$ cat config.mk
export PLATFORM = sky130hd
export DESIGN_NAME = bus_rx_node
export DESIGN_NICKNAME = d
export VERILOG_FILES = /design/src/rtl/bus_pkg.sv /design/src/rtl/sync_fifo.sv /design/src/rtl/bus_rx_node.sv
export SDC_FILE = /design/constraint.sdc
export NUM_CORES = 1
export LEC_CHECK = 0
export ABC_AREA = 1
export CORE_MARGIN = 2
export CORE_UTILIZATION = 40
export CTS_CLUSTER_DIAMETER = 50
export CTS_CLUSTER_SIZE = 25
export DETAILED_ROUTE_END_ITERATION = 12
export HOLD_SLACK_MARGIN = 0.03
export SLEW_MARGIN = 20
export SYNTH_ARGS = -nofsm -noshare
export SYNTH_HDL_FRONTEND = slang
export SYNTH_SLANG_ARGS = --single-unit
$ cat constraint.sdc
create_clock -name clk -period 2.41 [get_ports clk]
set_input_delay 0.6025 -clock clk [delete_from_list [all_inputs] [get_ports clk]]
set_output_delay 0.6025 -clock clk [all_outputs]
set_load 0.005 [all_outputs]
$ cat src/rtl/bus_pkg.sv
// Shared bus definitions: ID field width, broadcast ID and packet field helpers.
package bus_pkg;

    localparam int ID_W      = 8;
    localparam logic [ID_W-1:0] BCAST_ID = 8'hFF;
    // Widest packet the helpers handle; callers zero-extend into this width.
    localparam int PKT_MAX_W = 64;

    // Destination ID sits in the top ID_W bits of an sz-bit packet.
    function automatic logic [ID_W-1:0] get_id(input logic [PKT_MAX_W-1:0] pkt,
                                               input int unsigned sz);
        logic [PKT_MAX_W-1:0] sh;
        sh = pkt >> (sz - ID_W);
        return sh[ID_W-1:0];
    endfunction

    function automatic logic [PKT_MAX_W-1:0] get_payload(input logic [PKT_MAX_W-1:0] pkt,
                                                         input int unsigned sz);
        logic [PKT_MAX_W-1:0] mask;
        mask = (PKT_MAX_W'(1) << (sz - ID_W)) - PKT_MAX_W'(1);
        return pkt & mask;
    endfunction

endpackage

$ cat src/rtl/sync_fifo.sv
// Synchronous FIFO with first-word-fall-through read port; depth must be a power of 2.
module sync_fifo #(
    parameter int width = 16,
    parameter int depth = 8
) (
    input  logic             clk,
    input  logic             reset,
    input  logic             push,
    input  logic             pop,
    input  logic [width-1:0] din,
    output logic [width-1:0] dout,
    output logic             full,
    output logic             empty
);

    localparam int AW = (depth > 1) ? $clog2(depth) : 1;
    localparam int CW = $clog2(depth) + 1;

    logic [width-1:0] mem [depth];
    logic [AW-1:0]    wr_ptr;
    logic [AW-1:0]    rd_ptr;
    logic [CW-1:0]    count;
    logic             do_push;
    logic             do_pop;

    // A pop frees a slot in the same edge, so a full FIFO can still take a push.
    assign do_pop  = pop && !empty;
    assign do_push = push && (!full || do_pop);

    always_ff @(posedge clk) begin
        if (!reset) begin
            wr_ptr <= '0;
            rd_ptr <= '0;
            count  <= '0;
        end else begin
            if (do_push) wr_ptr <= wr_ptr + 1'b1;
            if (do_pop)  rd_ptr <= rd_ptr + 1'b1;
            case ({do_push, do_pop})
                2'b10:   count <= count + 1'b1;
                2'b01:   count <= count - 1'b1;
                default: count <= count;
            endcase
        end
    end

    always_ff @(posedge clk) begin
        if (reset && do_push) mem[wr_ptr] <= din;
    end

    assign dout  = mem[rd_ptr];
    assign full  = (count == CW'(depth));
    assign empty = (count == '0);

endmodule

$ cat src/rtl/bus_rx_node.sv
// Bus receive node: filters packets by destination ID into a FIFO, counts overflow
// drops and flags out-of-range IDs. Define BUS_RX_BROADCAST_EN to also accept BCAST_ID.
module bus_rx_node
    import bus_pkg::*;
#(
    parameter int drvrs   = 4,
    parameter int pckg_sz = 16,
    parameter int depth   = 8,
    parameter int my_id   = 0
) (
    input  logic               clk,
    input  logic               reset,
    input  logic               push,
    input  logic [pckg_sz-1:0] D_push,
    input  logic               pop,
    output logic [pckg_sz-1:0] D_pop,
    output logic               pndng,
    output logic               full,
    output logic [15:0]        drop_cnt,
    output logic               id_err
);

    localparam logic [ID_W-1:0] MY_ID    = ID_W'(my_id);
    localparam logic [ID_W-1:0] DRVRS_ID = ID_W'(drvrs);

    logic [ID_W-1:0] pkt_id;
    logic            is_bcast;
    logic            id_match;
    logic            id_bad;
    logic            fifo_empty;
    logic            drop_now;

    function automatic logic [15:0] sat_inc16(input logic [15:0] x);
        return (x == 16'hFFFF) ? x : x + 16'd1;
    endfunction

    assign pkt_id = get_id(PKT_MAX_W'(D_push), pckg_sz);

`ifdef BUS_RX_BROADCAST_EN
    assign is_bcast = (pkt_id == BCAST_ID);
`else
    assign is_bcast = 1'b0;
`endif

    assign id_match = (pkt_id == MY_ID) || is_bcast;
    assign id_bad   = (pkt_id >= DRVRS_ID) && !is_bcast;
    // Only a matching packet that finds no room (and no simultaneous pop) is lost.
    assign drop_now = push && id_match && full && !pop;

    sync_fifo #(
        .width (pckg_sz),
        .depth (depth)
    ) u_fifo (
        .clk   (clk),
        .reset (reset),
        .push  (push && id_match),
        .pop   (pop),
        .din   (D_push),
        .dout  (D_pop),
        .full  (full),
        .empty (fifo_empty)
    );

    assign pndng = !fifo_empty;

    always_ff @(posedge clk) begin
        if (!reset) begin
            drop_cnt <= '0;
            id_err   <= 1'b0;
        end else begin
            if (drop_now)      drop_cnt <= sat_inc16(drop_cnt);
            if (push && id_bad) id_err  <= 1'b1;
        end
    end

endmodule

== Word level (Yosys, flattened, before mapping) ==
Memories as Yosys holds them, arrays and structs flattened. A register that Yosys moved wholly into a read port is not among the register bits.
Index checks and enable logic that the tools add are counted.

* Register bits: 27
* Memory bits (writable): 128
* Input bits: 20
* Output and inout port bits: 35
* Logic and storage cells: 37
* Memories kept: 1

{| class="wikitable"
|+ Memory list
! memory !! words !! bits a word !! read ports !! clocked after memory_dff !! wr ports !! line !! RTL
|-
| u_fifo.mem || 8 || 16 || 1 || 1 || 1 || sync_fifo.sv:19 || <nowiki>logic [width-1:0] mem [depth];</nowiki>
|}

* Add/subtract/negate cells: 5
* $lt $le $gt $ge: 1
* Eq/ne operators: 4
* Multiplexer cells: 5
* Bitwise operators: 1
* Reductions and logical operators: 15

{| class="wikitable"
|+ Operators by type and width
! operator !! number
|-
| adder 16 x 1 -> 16 bit (second input constant) || 1
|-
| == test 16 bit (second input constant) || 1
|-
| greater-or-equal comparator 8 x 3 -> 1 bit (second input constant) || 1
|-
| logical NOT 8 bit || 1
|-
| case mux 4 bit (2 select lines) || 1
|-
| logical AND 1 bit || 7
|-
| adder 3 x 1 -> 3 bit (second input constant) || 2
|-
| two-way mux 3 bit || 2
|-
| adder 4 x 1 -> 4 bit (second input constant) || 1
|-
| == test 4 bit (second input constant) || 1
|-
| logical NOT 4 bit || 1
|-
| subtractor 4 x 1 -> 4 bit (second input constant) || 1
|-
| logical NOT 1 bit || 3
|-
| == test 2 x 1 -> 1 bit (second input constant) || 1
|-
| == test 2 bit (second input constant) || 1
|-
| two-way mux 1 bit || 2
|-
| AND reduction 2 bit || 1
|-
| nonzero test 2 bit || 1
|-
| logical OR 1 bit || 1
|-
| inverter 1 bit || 1
|}

== Logic depth before layout (Yosys ltp) ==
Gate-level depths: netlist of run 1.

* Depth after elaboration: 8
* Depth in mapped cells: 14

== Modules after synthesis ==
A second synthesis of run 1 with hierarchy kept.

* Cells, all modules: 597
* Area total of the unflattened synthesis: 6731.5 µm²

{| class="wikitable"
|+ By module, submodules not included
! module !! instances !! cells each !! area each (µm²) !! seq. area each (µm²)
|-
| sync_fifo || 1 || 422 || 5677.9 || 4103.9
|-
| bus_rx_node || 1 || 175 || 1053.5 || 340.3
|}

== Least setup slack after synthesis of run 1 ==
OpenSTA, ideal clock, no wires.

* Path type: input to register
* Start point: in D_push[10]
* End point: mem u_fifo.mem[0][0], enable pin
* Library setup time: 0.388 ns
* Data arrival time: 2.057 ns
* Required time: 2.022 ns
* Slack: -0.035 ns
* Cell stages on the path: 6
* Buffers on the path: 0
* Cell sequence: nor2_1 -> nand3_1 -> nor2_2 -> nand2_2 -> or2_1 -> nor2_1

* Longest elaborated chain between the ends: 6

{| class="wikitable"
|+ RTL lines
! what !! line !! RTL
|-
| start, declared || bus_rx_node.sv:14 || <nowiki>input logic [pckg_sz-1:0] D_push,</nowiki>
|-
| logical NOT 8 bit || bus_rx_node.sv:45 || <nowiki>assign id_match = (pkt_id == MY_ID) || is_bcast;</nowiki>
|-
| logical AND 1 bit || bus_rx_node.sv:56 || <nowiki>.push (push && id_match),</nowiki>
|-
| logical AND 1 bit || sync_fifo.sv:28 || <nowiki>assign do_push = push && (!full || do_pop);</nowiki>
|-
| logical AND 1 bit || sync_fifo.sv:47 || <nowiki>if (reset && do_push) mem[wr_ptr] <= din;</nowiki>
|-
| two-way mux 1 bit || sync_fifo.sv:47 ||
|-
| two-way mux 1 bit (implied by the code) || sync_fifo.sv:47 ||
|-
| end, declared || sync_fifo.sv:19 ||
|}

No other way between the ends.

==> run summary, run 1 <==
final slew viol count = 0
gr usage total = 19.36%
hold slack = 0.4727 ns
maximum buffer depth of the clock tree = 2
most frequent cells in the layout = nor2_1 (130), edfxtp_1 (128), nand2_1 (102), clkdlybuf4s50_1 (37), buf_4 (34)
CP Data Required Time = 1.81 ns
wirelength, routed = 17600 µm
status = complete, but fails checks
drt first pass iters = 5
Routed wire per std cell = 18.26 µm
endpoint type of the worst setup path = primary output
fin util = 54.10%
synthesized area = 6720 µm²
Die Ht = 133.6 µm
Core Area = 16520 µm²
routed vias/inst = 5.305
f_max = 410.2 MHz
yosys warns = 0
Ports = 55
relative slew slack = 75.74%
CTS tree = done
most common cell after layout, fill and taps aside = nor2_1
clock slew at reported path FFs = 0.06 ns
Clock Tree Root = clkbuf_16
port bufs = 54
Initial Utilization = 40.67%
failing checks = setup timing
fin nets = 760
antenna diode count = 0
GP Congestion = 0.8509
initial antenna violation count = 0
Worst EP arrival = 1.84 ns
Largest delay share family, worst path = buffers and inverters
CP max stage delay = 0.43 ns
Overall Power = 8.439 mW
fin area = 8940 µm²
Slowest-stage cell, CP = dfxtp_4
worst min path class = reg2reg
Rows = 47
maxcap violations = 0
power per cell area = 944.0 nW/µm²
vias in the first global route = 4982
Inserted Clock Buffers = 17
Syn-to-layout area delta = 33.03%
crit-path cells = buf_8 -> buf_8 -> buf_16 -> nor2_2 -> o32ai_2 -> nand2_1 -> nand2_1 -> buf_2
Final Skew = 0.01364 ns
crit-path max FO = 5
Placed Area = 7866 µm²
Final HPWL DP = 10200 µm
largest net degree at the start of global routing = 65
Mean Syn Cell Area = 10.75 µm²
total gr overflow = 0
Clock Latency Late Sink = 0.43 ns
critical setup path kind = reg2out
htree depth = 4
Syn Nets = 651
final hold violations = 0
clock tree sinks = 158
initial DRC count = 373
Syn Inst Count = 625
fill cell count = 1387
Yosys reg bits = 158
# DRC = 0
Detail Route Antenna Nets = 0
Final Cycle Share = 101.2%
RSZ-0062 raised after global routing = true
Final setup violation count = 1
Die ar. = 17850 µm²
sequential area share after synthesis = 66.13%
Period minus WS final = 2.438 ns
library cells used by synthesis = 30
total number of vias = 5114
layout cells sized above 1 = 21.91%
LEAKAGE = 3.259 nW
CP bufs+invs = 4
CP startpoint kind = register
slew at the pin with the worst max-slew slack = 0.3639 ns
Place WS = -0.3148 ns
Worst VDD drop = 0.5736 mV
PnR worst setup slack = -0.02772 ns
Die X = 133.6 µm
first-pass GRT wire length = 26430 µm
[layout make-up]
cell class	instances	area, µm²	area share, %
clock inverters	9	136.4	1.526
repair buffers	115	1303	14.57
inverters	35	138.9	1.554
well taps	220	275.3	3.079
clock buffers	20	436.7	4.885
flip-flops and latches	158	4449	49.77
multi-input cells	407	2201	24.62
[state kept, by name, indices dropped and copies added, names as in the netlist, named ones only]
| register | flops |
|---|---|
| u_fifo.mem | 128 |
| u_fifo.rd_ptr | 3 |
| id_err | 1 |
| u_fifo.wr_ptr | 3 |
| drop_cnt | 16 |
| u_fifo.count | 4 |
[per-layer routing]
layer | global-route usage (%) | vias to the layer above | part of all wire (%)
met3 | 4.795 | 24 | 6.9
li1 | - | 2408 | -
met1 | 24.07 | 2480 | 41
met5 | 0 | - | 0
met2 | 33.10 | 202 | 51
met4 | 6.560 | 0 | 1.7
[cells by family (layout without fill, tap and decap cells)]
group                    Yosys count  in the layout  synth area share, %
AND/OR/NAND/NOR                  296            296                19.10
flip-flops                       158            158                66.13
AO/OA/AOI/OAI                    100            100                9.347
buffers and inverters             60            179                3.538
adder cells (fa/ha/maj)            6              6                1.229
XOR/XNOR                           5              5               0.6518
[cells in the mapped netlist]
| master | instances | area [µm²] |
|---|---|---|
| o21ai_0 | 49 | 245.2 |
| nor2_4 | 2 | 22.52 |
| o32ai_1 | 32 | 280.3 |
| nor2_1 | 143 | 536.8 |
| nand3b_1 | 1 | 7.510 |
| nand4_4 | 1 | 21.27 |
| nand3_1 | 21 | 105.1 |
| dfxtp_1 | 30 | 600.6 |
| nor2_2 | 7 | 43.79 |
| nand2_4 | 4 | 45.04 |
| buf_1 | 2 | 7.510 |
| a21oi_1 | 16 | 80.08 |
| ha_1 | 5 | 62.56 |
| clkinv_1 | 1 | 3.750 |
| nand2_1 | 102 | 382.9 |
| edfxtp_1 | 128 | 3844 |
| nor3_1 | 2 | 10.01 |
| o21bai_1 | 2 | 15.01 |
| inv_1 | 29 | 108.9 |
| nand4_1 | 3 | 18.77 |
| or2_1 | 1 | 6.260 |
| buf_2 | 10 | 50.05 |
| xnor2_1 | 2 | 17.52 |
| a21boi_1 | 1 | 7.510 |
| xor2_1 | 3 | 26.28 |
| fa_1 | 1 | 20.02 |
| nand2_2 | 7 | 43.79 |
| inv_2 | 5 | 18.77 |
| nor2_8 | 2 | 40.04 |
| clkbuf_1 | 13 | 48.80 |
[worst paths after layout]
kind | startpoint | endpoint | slack, ns | depth (start not counted)
min | u_fifo.rd_ptr[2] | register | 0.47 | 2
max reg2reg | u_fifo.count[0] | u_fifo.count[3] | 0.50 | 13
max | register | D_pop[14] | -0.03 | 8
min reg2reg | u_fifo.rd_ptr[2] | register | 0.47 | 2
[timing repair]
action                     CTS  global route
hold buffers                 0             0
cloned                       8             3
setup endpoints to repair   16            17
pin swaps                   40            23
setup buffers                6             3
resized for setup           84            48
[where the power goes]
group	internal, mW	leakage, nW	total, mW	switching [mW]
combinational	1.32	1.59	2.67	1.35
clock	1.62	0.273	2.68	1.06
sequential	3.01	1.39	3.09	0.0798
[metrics by stage]
stage | cells | TNS (ns)
3_5_place_dp | 917 | -26.39
4_1_cts | 960 | -0.1824
5_1_grt | 964 | -0.3771
3_3_place_gp | 917 | -15.02
6_report | 964 | -0.02772
2_1_floorplan | 625 | -2.240
[worst reg2reg max path: stages, from the launching register on]
cell and delay [ns]:
dfxtp_1 0.34, nor2_2 0.15, nand2_1 0.10, nand2_1 0.15
inv_2 0.06, nand2_2 0.07, inv_1 0.05, ha_1 0.32
a21oi_1 0.17, nand2_1 0.08, nand3_1 0.09, nand2_1 0.07
a21oi_1 0.12, nor2_1 0.06
Note: power is estimated with default switching activity, not from simulation.
==> run 2: changes to the inputs <==
--- a/config.mk
+++ b/config.mk
@@ -11,7 +11,6 @@
 export CTS_CLUSTER_DIAMETER = 50
 export CTS_CLUSTER_SIZE = 25
 export DETAILED_ROUTE_END_ITERATION = 12
-export HOLD_SLACK_MARGIN = 0.03
 export SLEW_MARGIN = 20
 export SYNTH_ARGS = -nofsm -noshare
 export SYNTH_HDL_FRONTEND = slang
==> results of run 2 <==
Same layout as run 1: the final DEF is identical, and so are final timing and power.
==> run 3: changes to the inputs <==
--- a/config.mk
+++ b/config.mk
@@ -7,7 +7,7 @@
 export LEC_CHECK = 0
 export ABC_AREA = 1
 export CORE_MARGIN = 2
-export CORE_UTILIZATION = 40
+export CORE_UTILIZATION = 30
 export CTS_CLUSTER_DIAMETER = 50
 export CTS_CLUSTER_SIZE = 25
 export DETAILED_ROUTE_END_ITERATION = 12
==> run 3 against run 2 <==
Against the previous run:
- the flow still finishes with violations (setup timing)
- worst setup slack better by 0.0026 ns
- power up 3.5%
- count of clock-buffer cells in the layout down 3
- register-to-register slack better by 0.08 ns
- sequential power about the same
- critical path depth unchanged
- global-route usage down 4.7 points
- clock power about the same
- sequential share of layout area down 1.9 points
- non-clock buffer count up 22
- utilization down 12 points
- critical endpoint is now D_pop[13]
- largest cell class unchanged
==> run summary, run 3 (synthesis gave the netlist of run 1 again) <==
gr usage total = 14.62% (-4.7 points)
Largest regs = u_fifo.mem: 128 flops, drop_cnt: 16 flops, u_fifo.count: 4 flops
critical setup path kind = reg2out
Final HPWL DP = 10720 µm (+5.1%)
CP startpoint kind = register
status = complete, but fails checks
crit-path max FO = 6 (+1)
# DRC = 0 (unchanged)
# hold bufs at CTS = 0 (unchanged)
Rows = 54 (+15%)
slew at the pin with the worst max-slew slack = 0.4140 ns (+0.05012 ns)
largest net degree at the start of global routing = 34 (-48%)
Core Area = 21890 µm² (+32%)
uppermost layer routed = met4
port bufs = 54 (unchanged)
endpoint type of the worst setup path = primary output
metal3 WL = 1001 µm (-17%)
fill cell count = 2023 (+46%)
Most flops, register = u_fifo.mem
multi-input logic area = 2318 µm² (+5.3%)
met1 WL = 7963 µm (+11%)
final slew viol count = 0 (unchanged)
Routed wire per std cell = 16.66 µm (-8.8%)
Syn-to-layout area delta = 38.32%
CP Data Required Time = 1.81 ns (about the same)
htree depth = 4 (unchanged)
Place WS = -0.3867 ns (-0.07192 ns)
Die Ht = 153.7 µm (+15%)
Final setup violation count = 4 (+3)
clock tree sinks = 158 (unchanged)
most frequent cells in the layout = edfxtp_1 (128), nor2_1 (119), nand2_1 (100), buf_4 (51), clkdlybuf4s50_1 (38)
first-pass GRT wire length = 26610 µm (+0.68%)
fin area = 9295 µm² (+4.0%)
Clock Latency Late Sink = 0.42 ns (about the same)
most common cell after layout, fill and taps aside = edfxtp_1
worst min path class = reg2reg
RSZ-0062 raised after global routing = true
GP Congestion = 0.8466 (-0.51%)
clock slew at reported path FFs = 0.07 ns (about the same)
Final Cycle Share = 101.0% (-0.11 points)
layout cells sized above 1 = 28.09% (+6.2 points)
Period minus WS final = 2.435 ns (-0.002561 ns)
CTS tree = done
Final Skew = 0.009792 ns (-0.003844 ns)
initial antenna violation count = 0 (unchanged)
Inserted Clock Buffers = 17 (unchanged)
LEAKAGE = 3.377 nW (+3.6%)
DR WL met2 = 8279 µm (-7.3%)
drt first pass iters = 4 (-1)
Clock Tree Root = clkbuf_16
Die X = 153.7 µm (+15%)
vias in the first global route = 4926 (-1.1%)
relative slew slack = 72.31% (-3.4 points)
Register Area = 4449 µm² (unchanged)
Worst EP arrival = 1.83 ns (about the same)
hold slack = 0.4702 ns (-0.002577 ns)
placed cells = 993 (+8.3%)
power per cell area = 939.6 nW/µm² (-0.47%)
Ports = 55 (unchanged)
final hold violations = 0 (unchanged)
Worst VDD drop = 0.4675 mV (-18%)
failing checks = setup timing
wirelength, routed = 17480 µm (-0.71%)
total number of vias = 5091 (-0.45%)
fin util = 42.46% (-12 points)
routed vias/inst = 4.853 (-8.5%)
antenna diode count = 0 (unchanged)
total gr overflow = 0 (unchanged)
PnR worst setup slack = -0.02516 ns (+0.002561 ns)
f_max = 410.7 MHz (+0.11%)
maximum buffer depth of the clock tree = 2 (unchanged)
maxcap violations = 0 (unchanged)
non-filler cells, final = 1049 (+8.8%)
Placed Area = 8038 µm² (+2.2%)
fin nets = 782 (+2.9%)
Initial Utilization = 30.70% (-10 points)
Detail Route Antenna Nets = 0 (unchanged)
initial DRC count = 411 (+10%)
Die ar. = 23610 µm² (+32%)
Largest register FFs = 128 (unchanged)
[run 3: cell count changes in the layout (fill, tap and decap cells not counted), moves of 3 or more]
cell	change
o32ai_2	+5
o32ai_1	-6
o21ai_1	-4
nor2_2	+9
buf_6	+8
o21ai_2	+5
clkbuf_1	-3
buf_4	+17
clkinv_4	+3
nor2_1	-11
inv_8	+3
[run 3: timing repair]
| action | in CTS | in global routing |
|---|---|---|
| pin swaps | 39 | 42 |
| endpoints found under the setup margin | 16 | 74 |
| resized for setup | 112 | 61 |
| setup buffers | 11 | 8 |
| gates cloned | 8 | 1 |
[run 3: power by group]
part | leakage [nW] | internal (mW) | switching [mW]
registers | 1.39 | 3.01 | 0.0845
clock network | 0.291 | 1.48 | 1.21
logic | 1.69 | 1.51 | 1.45
total | 3.38 | 5.99 | 2.74
[run 3: cell type report]
class | instances | area share [%]
Clock buffer | 17 | 4.577
Clock inverter | 15 | 1.871
Inverter | 35 | 1.494
Multi-Input combinational cell | 407 | 24.94
Sequential cell | 158 | 47.87
Tap cell | 280 | 3.769
Timing Repair Buffer | 137 | 15.48
[run 3: metrics by stage]
stage	setup TNS [ns]	power, mW
floorplan	-2.240	4.224
global placement	-33.01	5.243
detailed placement	-42.02	5.256
CTS	-0.4761	8.525
global route	-0.6610	9.117
finish	-0.04732	8.733
[run 3: path summary, 6_finish.rpt]
check                         from              end  slack, ns  depth (start not counted)
setup / recovery          register        D_pop[13]      -0.03                          8
setup reg to reg   u_fifo.count[0]  u_fifo.count[3]       0.58                         13
hold / removal    u_fifo.rd_ptr[2]         register       0.47                          2
hold reg to reg   u_fifo.rd_ptr[2]         register       0.47                          2
[run 3: per-layer routing]
| metal | track usage, % | vias up |
|---|---|---|
| met1 | 19.33 | 2484 |
| met5 | 0 | - |
| met3 | 3.720 | 16 |
| met4 | 3.757 | 0 |
| met2 | 24.04 | 143 |
| li1 | - | 2448 |
[run 3: worst max-delay path, cell delays in order (launching register included)]
cell and delay [ns]:
dfxtp_4 0.47, buf_12 0.17, buf_16 0.12, buf_6 0.09, o21ai_2 0.04, o32ai_2 0.13
nand2_1 0.14, nand2_1 0.12, buf_2 0.12
